--- config.mk ---
export PLATFORM = sky130hd
export DESIGN_NAME = reg_bank_param
export DESIGN_NICKNAME = d
export VERILOG_FILES = /design/src/rtl/reg_bank_param_pkg.sv /design/src/rtl/reg_bank_param_alu.sv /design/src/rtl/reg_bank_param.sv
export SDC_FILE = /design/constraint.sdc
export NUM_CORES = 1
export LEC_CHECK = 0
export ABC_AREA = 1
export BUFFER_PORTS_ARGS = -buffer_cell sky130_fd_sc_hd__buf_2
export CAP_MARGIN = 5
export CORE_ASPECT_RATIO = 0.6
export CORE_UTILIZATION = 50
export DETAILED_ROUTE_END_ITERATION = 8
export HOLD_SLACK_MARGIN = 0.03
export PLACE_DENSITY_LB_ADDON = 0.3
export REMOVE_ABC_BUFFERS = 1
export SLEW_MARGIN = 20
export SYNTH_ARGS = -nofsm -noshare
export SYNTH_HDL_FRONTEND = slang
export SYNTH_SLANG_ARGS = --single-unit
export TNS_END_PERCENT = 100
--- constraint.sdc ---
create_clock -name clock -period 3.59 [get_ports clock]
set_input_delay 0.1795 -clock clock [delete_from_list [all_inputs] [get_ports clock]]
set_output_delay 0.1795 -clock clock [all_outputs]
set_load 0.02 [all_outputs]
--- src/rtl/reg_bank_param_pkg.sv ---
// Shared opcode encodings for the parametrised instruction-driven register bank.
package reg_bank_param_pkg;

  localparam int unsigned OPW = 4;

  localparam logic [OPW-1:0] OpNop = 4'd0;
  localparam logic [OPW-1:0] OpLdi = 4'd1;
  localparam logic [OPW-1:0] OpRdo = 4'd2;
  localparam logic [OPW-1:0] OpMov = 4'd3;
  localparam logic [OPW-1:0] OpInc = 4'd4;
  localparam logic [OPW-1:0] OpDec = 4'd5;
  localparam logic [OPW-1:0] OpClr = 4'd6;

endpackage

--- src/rtl/reg_bank_param_alu.sv ---
// Next-value computation for the selected register; pure combinational.
module reg_bank_param_alu
  import reg_bank_param_pkg::*;
#(
  parameter int unsigned Width = 8
) (
  input  logic [OPW-1:0]   op_i,
  input  logic [Width-1:0] cur_i,
  input  logic [Width-1:0] imm_i,
  input  logic [Width-1:0] src_i,
  output logic [Width-1:0] nxt_o
);

  always_comb begin
    nxt_o = cur_i;
    case (op_i)
      OpLdi:   nxt_o = imm_i;
      OpMov:   nxt_o = src_i;
      OpInc:   nxt_o = cur_i + Width'(1);
      OpDec:   nxt_o = cur_i - Width'(1);
      default: nxt_o = cur_i;
    endcase
  end

endmodule

--- src/rtl/reg_bank_param.sv ---
// COUNT x WIDTH register bank executing one instruction per enabled clock,
// with registered read-out, a read-valid strobe and a sticky undefined-opcode flag.
module reg_bank_param
  import reg_bank_param_pkg::*;
#(
  parameter int unsigned WIDTH = 8,
  parameter int unsigned COUNT = 8,
  localparam int unsigned SELW = $clog2(COUNT)
) (
  input  logic                      clock,
  input  logic                      reset,
  input  logic [OPW+SELW+WIDTH-1:0] inst,
  input  logic                      inst_en,
  output logic [WIDTH-1:0]          out,
  output logic                      out_valid,
  output logic                      error
);

  logic [WIDTH-1:0] regs_q [COUNT];
  logic [WIDTH-1:0] regs_d [COUNT];
  logic [WIDTH-1:0] out_q, out_d;
  logic             out_valid_q, out_valid_d;
  logic             error_q, error_d;

  // Gate the word so an undriven inst cannot reach the decode while disabled.
  logic [OPW+SELW+WIDTH-1:0] inst_g;
  logic [OPW-1:0]            op;
  logic [SELW-1:0]           sel;
  logic [WIDTH-1:0]          imm;
  logic [SELW-1:0]           src_sel;
  logic [WIDTH-1:0]          alu_nxt;

  assign inst_g  = inst_en ? inst : '0;
  assign op      = inst_g[OPW+SELW+WIDTH-1 -: OPW];
  assign sel     = inst_g[SELW+WIDTH-1 -: SELW];
  assign imm     = inst_g[WIDTH-1:0];
  assign src_sel = imm[SELW-1:0];

  reg_bank_param_alu #(
    .Width(WIDTH)
  ) u_alu (
    .op_i (op),
    .cur_i(regs_q[sel]),
    .imm_i(imm),
    .src_i(regs_q[src_sel]),
    .nxt_o(alu_nxt)
  );

  always_comb begin
    regs_d      = regs_q;
    out_d       = out_q;
    out_valid_d = 1'b0;
    error_d     = error_q;
    case (op)
      OpNop: ;
      OpLdi, OpMov, OpInc, OpDec: regs_d[sel] = alu_nxt;
      OpRdo: begin
        out_d       = regs_q[sel];
        out_valid_d = 1'b1;
      end
      OpClr: begin
        for (int i = 0; i < COUNT; i++) regs_d[i] = '0;
      end
      default: error_d = 1'b1;
    endcase
  end

  always_ff @(posedge clock) begin
    if (!reset) begin
      for (int i = 0; i < COUNT; i++) regs_q[i] <= '0;
      out_q       <= '0;
      out_valid_q <= 1'b0;
      error_q     <= 1'b0;
    end else begin
      regs_q      <= regs_d;
      out_q       <= out_d;
      out_valid_q <= out_valid_d;
      error_q     <= error_d;
    end
  end

  assign out       = out_q;
  assign out_valid = out_valid_q;
  assign error     = error_q;

endmodule

==> Word-level counts from Yosys, hierarchy flattened <==
Cells that the tools add are included.
Widths: inputs -> output; s select.
{ "totals": {"reg_bits": 74, "inputBits": 18, "output_inout_bits": 10, "wordCells": 42} }
{ "classes": {"addsub": 2, "magnitude_cmp": 3, "n_eq_ne": 6, "n_mux": 13, "bitwise_logic": 2, "reduce_logical": 5} }
{ "op_table": {"columns": ["operator", "n"], "rows": [
  ["$pmux 64 s2", 1],
  ["$bwmux 64", 1],
  ["$bmux 8 s3", 2],
  ["$mux 8", 5],
  ["$pmux 8 s4", 1],
  ["$demux 8 s3", 1],
  ["$mux 15", 1],
  ["$eq 4x3->1 const B", 3],
  ["$add 8x1->8 const B", 1],
  ["$eq 4x2->1 const B", 2],
  ["$ge 4x4->1 const B", 2],
  ["$not 3->4", 2],
  ["$sub 8x1->8 const B", 1],
  ["$reduce_or 7->1", 1],
  ["$eq 4x1->1 const B", 1],
  ["$logic_not 4->1", 1],
  ["$lt 4x1->1 const B", 1],
  ["$reduce_or 4->1", 1],
  ["$reduce_bool 2->1", 1],
  ["$logic_and 1x1->1", 1],
  ["$mux 1", 1]
]} }

==> Logic depth before layout (Yosys ltp) <==
Gate-level depths: netlist (run 1).
{ "logic_depth": {"depth_word": 9, "ltp_mapped": 20, "depth_no_buf": 20} }

==> Modules after synthesis <==
From an unflattened synthesis (run 1), not the netlist that was laid out.
{ "hier_totals": {"cells_unflattened": 840, "hier_area_um2": 5066.1} }
{ "modules_own_cells": {"columns": ["mod", "instances", "cells_each", "area_each_um2", "seq_area_each_um2"], "rows": [
  ["reg_bank_param", 1, 723, 4439.3, 1481.4],
  ["reg_bank_param_alu", 1, 117, 626.9, 0.0]
]} }

==> Least setup slack after synthesis (run 1) <==
OpenSTA, ideal clock, no wires.
{ "synth_path": {"kind": "input port to flip-flop", "from": "input port inst[8]", "to": "register regs_q[22] (netlist name)", "setup_time_ns": 0.070, "arrival_time_ns": 2.490, "required_time_ns": 3.520, "setup_slack_ns": 1.029, "path_stages": 15, "n_path_buf": 2, "cell_sequence": "nand2_2 > buf_6 > buf_2 > a21oi_1 > a2111oi_0 > nand2_1 > inv_1 > ha_1 > a21oi_1 > nor2_1 > a211oi_1 > a21oi_1 > o21ai_2 > nand3_1 > a21oi_1"} }
{ "synth_via": {"elab_chain_len": 9, "elab_cells_between_ends": 15, "classes_between": "2 x add/sub; 2 x order compare; 9 x mux; 1 x bitwise; 1 x reduce/logical"} }
{ "synth_lines": {"columns": ["item", "line", "source"], "rows": [
  ["start, declared", "reg_bank_param.sv:12", "input logic [OPW+SELW+WIDTH-1:0] inst,"],
  ["$mux 15 (*)", "reg_bank_param.sv:33", "assign inst_g = inst_en ? inst : '0;"],
  ["$not 3->4 (not written as such) (*)", "reg_bank_param.sv:43", ".cur_i(regs_q[sel]),"],
  ["$bmux 8 s3 (*)", "reg_bank_param.sv:43", null],
  ["$mux 8 (not written as such) (*) (2 in a row)", "reg_bank_param.sv:43", null],
  ["named net u_alu.cur_i[3]", "reg_bank_param_alu.sv:8", "input logic [Width-1:0] cur_i,"],
  ["$sub 8x1->8 / $add 8x1->8 (equally long branches)", "reg_bank_param_alu.sv:20, reg_bank_param_alu.sv:19", null],
  ["$pmux 8 s4 (*)", "reg_bank_param_alu.sv:16", "case (op_i)"],
  ["$bwmux 64 (*)", "reg_bank_param.sv:56", "OpLdi, OpMov, OpInc, OpDec: regs_d[sel] = alu_nxt;"],
  ["$pmux 64 s2 (*)", "reg_bank_param.sv:54", "case (op)"],
  ["end signal, assigned", "reg_bank_param.sv:75", "regs_q <= regs_d;"],
  ["end, declared", "reg_bank_param.sv:19", "logic [WIDTH-1:0] regs_q [COUNT];"]
]} }
The timed path passes the listed nets; every way through them passes the cells marked *. The select of a mux whose other input is x is not followed.
A chain may end at the register's enable or synchronous reset.

==> Final worst setup path (run 1) <==
{ "layout_path": {"from": "input port inst_en", "to": "register regs_q[6] (netlist name)"} }
{ "layout_via": {"elab_chain_len": 9, "elab_cells_between_ends": 26, "classes_between": "2 x add/sub; 2 x order compare; 5 x eq/ne; 12 x mux; 2 x bitwise; 3 x reduce/logical"} }
{ "layout_lines": {"columns": ["item", "line", "source"], "rows": [
  ["start, declared", "reg_bank_param.sv:13", "input logic inst_en,"],
  ["$mux 15 (*)", "reg_bank_param.sv:33", null],
  ["$not 3->4 (not written as such) (*)", "reg_bank_param.sv:43", null],
  ["$bmux 8 s3 (*)", "reg_bank_param.sv:43", null],
  ["$mux 8 (not written as such) (*) (2 in a row)", "reg_bank_param.sv:43", null],
  ["named net u_alu.cur_i[3]", "reg_bank_param_alu.sv:8", null],
  ["$sub 8x1->8 / $add 8x1->8 (equally long branches)", "reg_bank_param_alu.sv:20, reg_bank_param_alu.sv:19", null],
  ["$pmux 8 s4 (*)", "reg_bank_param_alu.sv:16", null],
  ["$bwmux 64 (*)", "reg_bank_param.sv:56", null],
  ["$pmux 64 s2 (*)", "reg_bank_param.sv:54", null]
]} }
Marked as above.

==> results of run 1 <==
-- worst reg2reg max path, delay by kind of cell (launching register included) --
kind / cells / cell delay (ns)
AND/OR/NAND/NOR: 5 / 0.50
adder cells (fa/ha/maj): 1 / 0.27
buffers and inverters: 1 / 0.09
AO/OA/AOI/OAI: 7 / 1.58
flip-flops: 1 / 0.38
-- state kept, by name, summed over array words and instances (netlist names) --
signal and flops:
error 1, out 8, out_valid 1, regs_q 64
-- metal layers --
| metal | global-route usage, % | vias up | wire [um] |
|---|---|---|---|
| met5 | 0 | - | 0 |
| met1 | 56.9 | 2414 | 7850 |
| met3 | 8.29 | 20 | 2400 |
| li1 | - | 2446 | - |
| met4 | 7.99 | 0 | 177 |
| met2 | 51.1 | 367 | 6750 |
-- layout make-up --
type                    instances  area share, %
clock buffers                   9           4.37
clock inverters                 6           2.23
inverters                      75           5.48
multi-input cells             542           51.5
flip-flops and latches         74           28.7
well taps                     112           2.72
repair buffers                 43           4.95
-- cell families after synthesis --
logic type | count (synthesis)
DFF | 74
AOI/OAI and AO/OA | 162
adders and majority gates | 6
buffers and inverters | 99
xor gates and xnor gates | 1
and+or+nand+nor | 373
-- path summary, 6_finish.rpt --
path | startpoint | endpoint | slack [ns] | depth (start not counted)
max | inst_en | regs_q[6] | 0.69 | 15
min reg2reg | regs_q[39] | regs_q[39] | 0.47 | 2
max reg2reg | regs_q[19] | regs_q[6] | 0.69 | 14
min | inst[14] | error | 0.12 | 3
-- layout by cell type, fill, tap and decap left out, types with 15 or more instances in the layout --
cell type / instances
buf_4: 16
o21ai_0: 21
nand2_1: 218
inv_1: 58
nand3_1: 95
dfxtp_1: 74
buf_2: 27
inv_2: 15
a21oi_1: 101
nor2_1: 31
-- power by group --
part           internal, uW  switching (uW)  leakage [uW]
clock network           679             374      0.000162
registers               835            11.4      0.000598
logic                  92.6             256       0.00130
-- per-stage QoR --
stage	hold WS (ns)	util (%)	cell area [um2]
final	0.121	59.6	5160
after global routing	0.152	59.6	5160
after global placement	0.451	55.7	4820
after detailed placement	0.464	55.7	4820
after CTS	0.117	59.6	5160
after floorplan	0.318	-	4420
==> flow_summary.ini, run 1 <==
[job]
maxCapViolations = 0

[clock_network]
ctsHoldBuffers = 0
cts_resized = 0
h-tree-depth = 3
cts_setup_buffers = 0
numCtsBuffers = 9
clk_latency_ns = 0.34
tritoncts = yes
clk_path_buf_depth = 2
path_clk_slew_ns = 0.06
cts_root_buf = clkbuf_16
clock-sinks = 74

[global_route]
grt_pass1_wl_um = 25700
grt-ovfl-total = 0
grt_pass1_vias = 4282
grt_max_degree = 68
antenna_found_initial = 0
grtUsageTotal_pct = 36.9

[cells_and_area]
fin_nets = 769
ff_latch_area_mm2 = 0.00148
multi_input_area_mm2 = 0.00266
diodes = 0
drive_gt1_share_pct = 13.5
syn2layout_area_growth_pct = 13.7
fill_cells = 851
stdcell_count = 861

[routing]
first_pass_iters = 7
avgRoutedWirePerCell_um = 19.9
drtIter0Drc = 771
wl_um = 17200
postRouteAntennaNets = 0
routed_via_density = 6.09
vias = 5247
drc = 2

[power]
p_leak_uw = 0.00206
total_power_uw = 2250
p_per_area_mw_per_mm2 = 436
irDropWorstVdd_mv = 0.327

[synthesis]
postSynthCellCount = 715
avgSynthCellArea_um2 = 6.35
yosysTopAreaCell = dfxtp_1
synthArstFlopShare_pct = 0
netlist.area_leader.share_pct = 32.7
synth_top_family_by_area = simple AND/OR/NAND/NOR gates
synth_common_cells = 218 x nand2_1, 101 x a21oi_1, 95 x nand3_1, 74 x dfxtp_1, 59 x inv_1
synth_edf_count = 0
synth-simple-area-share_pct = 36.3
synth_cell_types = 39
yosysMostFrequentCell = nand2_1
synth_area_mm2 = 0.00454
yosysSeqAreaShare_pct = 32.7
synth.area.mux_share_pct = 0
synth_area_leaders = dfxtp_1 33%, nand2_1 18%, a21oi_1 11%
yosys_register_bits = 74
synth_compound_area_share_pct = 20.5
synth_adder_area_share_pct = 1.65
synth_flop_cell = dfxtp_1
synth_xor_area_share_pct = 0.193
yosysWarnings = 0

[status]
outcome = finished, violations left
violations = DRC

[timing]
hold_viol = 0
setup_viol = 0
finClkSkew_ns = 0.00669
slew-limit-headroom_pct = 39.7
fmax_mhz = 344
setup_slack_ns = 0.685
min_period_ns = 2.90
fin_tns_setup_ns = 0
finalCritPeriodShare_pct = 80.9
worst_slew_pin_slew_ns = 0.905
maxSlewViolCount = 0
rsz0062_at_grt = no

[floorplanning]
chipHeight_um = 75.8
num_io_pins = 28
start_util_pct = 52.4
dieArea_mm2 = 0.00947
coreArea_mm2 = 0.00865
die_w_um = 125
fp-row-count = 26

[placement]
placed_cells = 846
gp_congestion = 1.05
hpwl_um = 12700
io_buffers = 27
pre_cts_slack_ns = 0.451

[worst_setup_path]
critPathMaxFanout = 16
cp_slowest_cell = a2111oi_0
cp-start-kind = input port
criticalPathCategory = in2reg
crit_chain = buf_2 -> nand2_2 -> buf_4 -> a21oi_1 -> a2111oi_0 -> nand2_1 -> inv_1 -> ha_1 -> a21oi_1 -> nor2_1 -> a211oi_1 -> a21oi_1 -> o21ai_2 -> nand3_1 -> a21oi_1
critPathTopFamily = compound AO/OA/AOI/OAI gates
max_stage_delay_ns = 0.41
required_ns = 3.83
path_buf_inv = 3
cp_data_arrival_time_ns = 3.14
worstSetupEndpointType = register
path_common_cell = a21oi_1

[worst_hold_path]
hold_class = in2reg
(Power assumes the default switching activity.)
==> inputs of run 2 (changes only) <==
==> constraint.sdc (replaced) <==
create_clock -name clock -period 2.75 [get_ports clock]
set_input_delay 0.1375 -clock clock [delete_from_list [all_inputs] [get_ports clock]]
set_output_delay 0.1375 -clock clock [all_outputs]
set_load 0.02 [all_outputs]
==> run 2 against run 1 <==
Effect of this change: sequential power rose by 30%; sequential cell count unchanged; register-to-register slack got worse by 0.40 ns; first-iteration DRC count is 22% higher; routed wire length fell by 0.26%; clock skew grew 0.0021 ns; combinational power grew 45%; the flow still finishes with violations (DRC); worst setup slack worse by 0.44 ns; count of clock-buffer cells in the layout rose by 2; highest routed layer unchanged; total power is 35% higher; clock power up 35%.
==> flow_summary.ini, run 2 (same netlist as run 1, synthesis figures left out) <==
[global_route]
grt_pass1_vias = 4772
antenna_found_initial = 0
grt_max_degree = 26
grt-ovfl-total = 0
grtUsageTotal_pct = 36.8
grt_pass1_wl_um = 25800

[worst_setup_path]
critPathMaxFanout = 9
path_buf_inv = 6
max_stage_delay_ns = 0.36
cp_slowest_cell = ha_1
required_ns = 3.02
cp-start-kind = input port
worstSetupEndpointType = register
critPathTopFamily = compound AO/OA/AOI/OAI gates
criticalPathCategory = in2reg
cp_data_arrival_time_ns = 2.78
timing.rr.end = regs_q[39]
regToRegStartpoint = regs_q[20]
crit_chain = buf_2 -> buf_4 -> o21ai_1 -> inv_1 -> nor2_1 -> inv_1 -> o22ai_1 -> inv_1 -> nand4_1 -> inv_1 -> ha_1 -> a21oi_1 -> o21bai_1 -> a21oi_2 -> nand2_1 -> nand2_1 -> nand3_1 -> nand2_4 -> nand3_1 -> a21oi_1
ff2ff_path_depth = 15
rrSetupSlack_ns = 0.29
path_common_cell = inv_1

[timing]
fin_tns_setup_ns = 0
hold_viol = 0
fmax_mhz = 399
finalCritPeriodShare_pct = 91.1
setup_viol = 0
maxSlewViolCount = 0
hold_ws_ns = 0.0738
slew-limit-headroom_pct = 33.9
finClkSkew_ns = 0.00878
min_period_ns = 2.51
setup_slack_ns = 0.244
worst_slew_pin_slew_ns = 0.988

[floorplanning]
dieArea_mm2 = 0.00947
fp-row-count = 26
die_w_um = 125
num_io_pins = 28
coreArea_mm2 = 0.00865
chipHeight_um = 75.8
start_util_pct = 52.4

[clock_network]
clk_latency_ns = 0.35
clock-sinks = 74
tritoncts = yes
clk_path_buf_depth = 2
numCtsBuffers = 9
ctsHoldBuffers = 0
cts_resized = 0
h-tree-depth = 3
cts_root_buf = clkbuf_16
cts_setup_buffers = 0
path_clk_slew_ns = 0.06

[worst_hold_path]
hold_class = in2reg
holdPathStages = 3
min_to = error
min_from = inst[14]

[status]
violations = DRC
outcome = finished, violations left

[routing]
drtIter0Drc = 942
routed_via_density = 6.16
wl_um = 17100
vias = 5492
drc = 2
postRouteAntennaNets = 0
first_pass_iters = 9
avgRoutedWirePerCell_um = 19.2

[cells_and_area]
top_register = regs_q
syn2layout_area_growth_pct = 19.7
most-common-layout-cells = 218 x nand2_1, 100 x a21oi_1, 95 x nand3_1, 74 x dfxtp_1, 58 x inv_1
drive_gt1_share_pct = 17.9
diodes = 0
fin_nets = 799
largest_register_ffs = 64
final_common_cell = nand2_1

[power]
p_per_area_mw_per_mm2 = 558
irDropWorstVdd_mv = 0.443
p_leak_uw = 0.00223
total_power_uw = 3030

[placement]
pre_cts_slack_ns = -0.0946
hpwl_um = 12300
io_buffers = 27
gp_congestion = 1.11

[job]
maxCapViolations = 0
run 2: cell types whose count changed in the layout (fill, tap and decap cells not counted), moves of 2 or more:
cell	previous run	this run
clkbuf_8	0	2
buf_4	16	46
nor2_2	2	6
nor2_1	31	27
run 2: power by group:
group / internal, uW / switching [uW]
logic: 157 / 350
clock network: 933 / 487
registers: 1090 / 13.4
run 2: per-layer routing:
metal	part of all wire (%)	up-vias	routed length (um)	track usage [%]
met2	39	388	6690	51.3
met3	13	73	2290	11.9
met5	0	-	0	0
met4	4.0	0	686	19.2
li1	-	2512	-	-
met1	44	2519	7450	50.7
run 2: worst register-to-register path, cell delays in order (launching register included):
cell and delay (ns):
dfxtp_1 0.38, nand2_1 0.08, a32o_1 0.25, inv_1 0.06, nand4_1 0.18, inv_1 0.12
ha_1 0.28, a21oi_1 0.18, o21bai_1 0.09, a21oi_2 0.14, nand2_1 0.07, nand2_1 0.05
nand3_1 0.12, nand2_4 0.15, nand3_1 0.09, a21oi_1 0.15
run 2: area by class of cell:
cell class,count,area [um2]
Clock inverter,5,100
Fill cell,807,3220
Clock buffer,11,253
Timing Repair Buffer,73,480
Sequential cell,74,1480
Inverter,75,282
Tap cell,112,140
Multi-Input combinational cell,542,2690
run 2: how the worst max path moves through the flow:
stage                      end  depth (start not counted)  startpoint
CTS                 regs_q[29]                         17  regs_q[19]
detailed placement  regs_q[53]                         19     inst_en
global route        regs_q[39]                         20     inst_en
floorplan           regs_q[14]                         16     inst[8]
finish              regs_q[39]                         20     inst_en
global placement    regs_q[23]                         20     inst_en
run 2: per-stage QoR:
step	instances	area (um2)	utilization [%]
CTS	892	5400	62.3
global route	892	5430	62.7
floorplan	691	4420	-
global placement	876	5040	58.3
finish	892	5430	62.7
detailed placement	876	5040	58.3
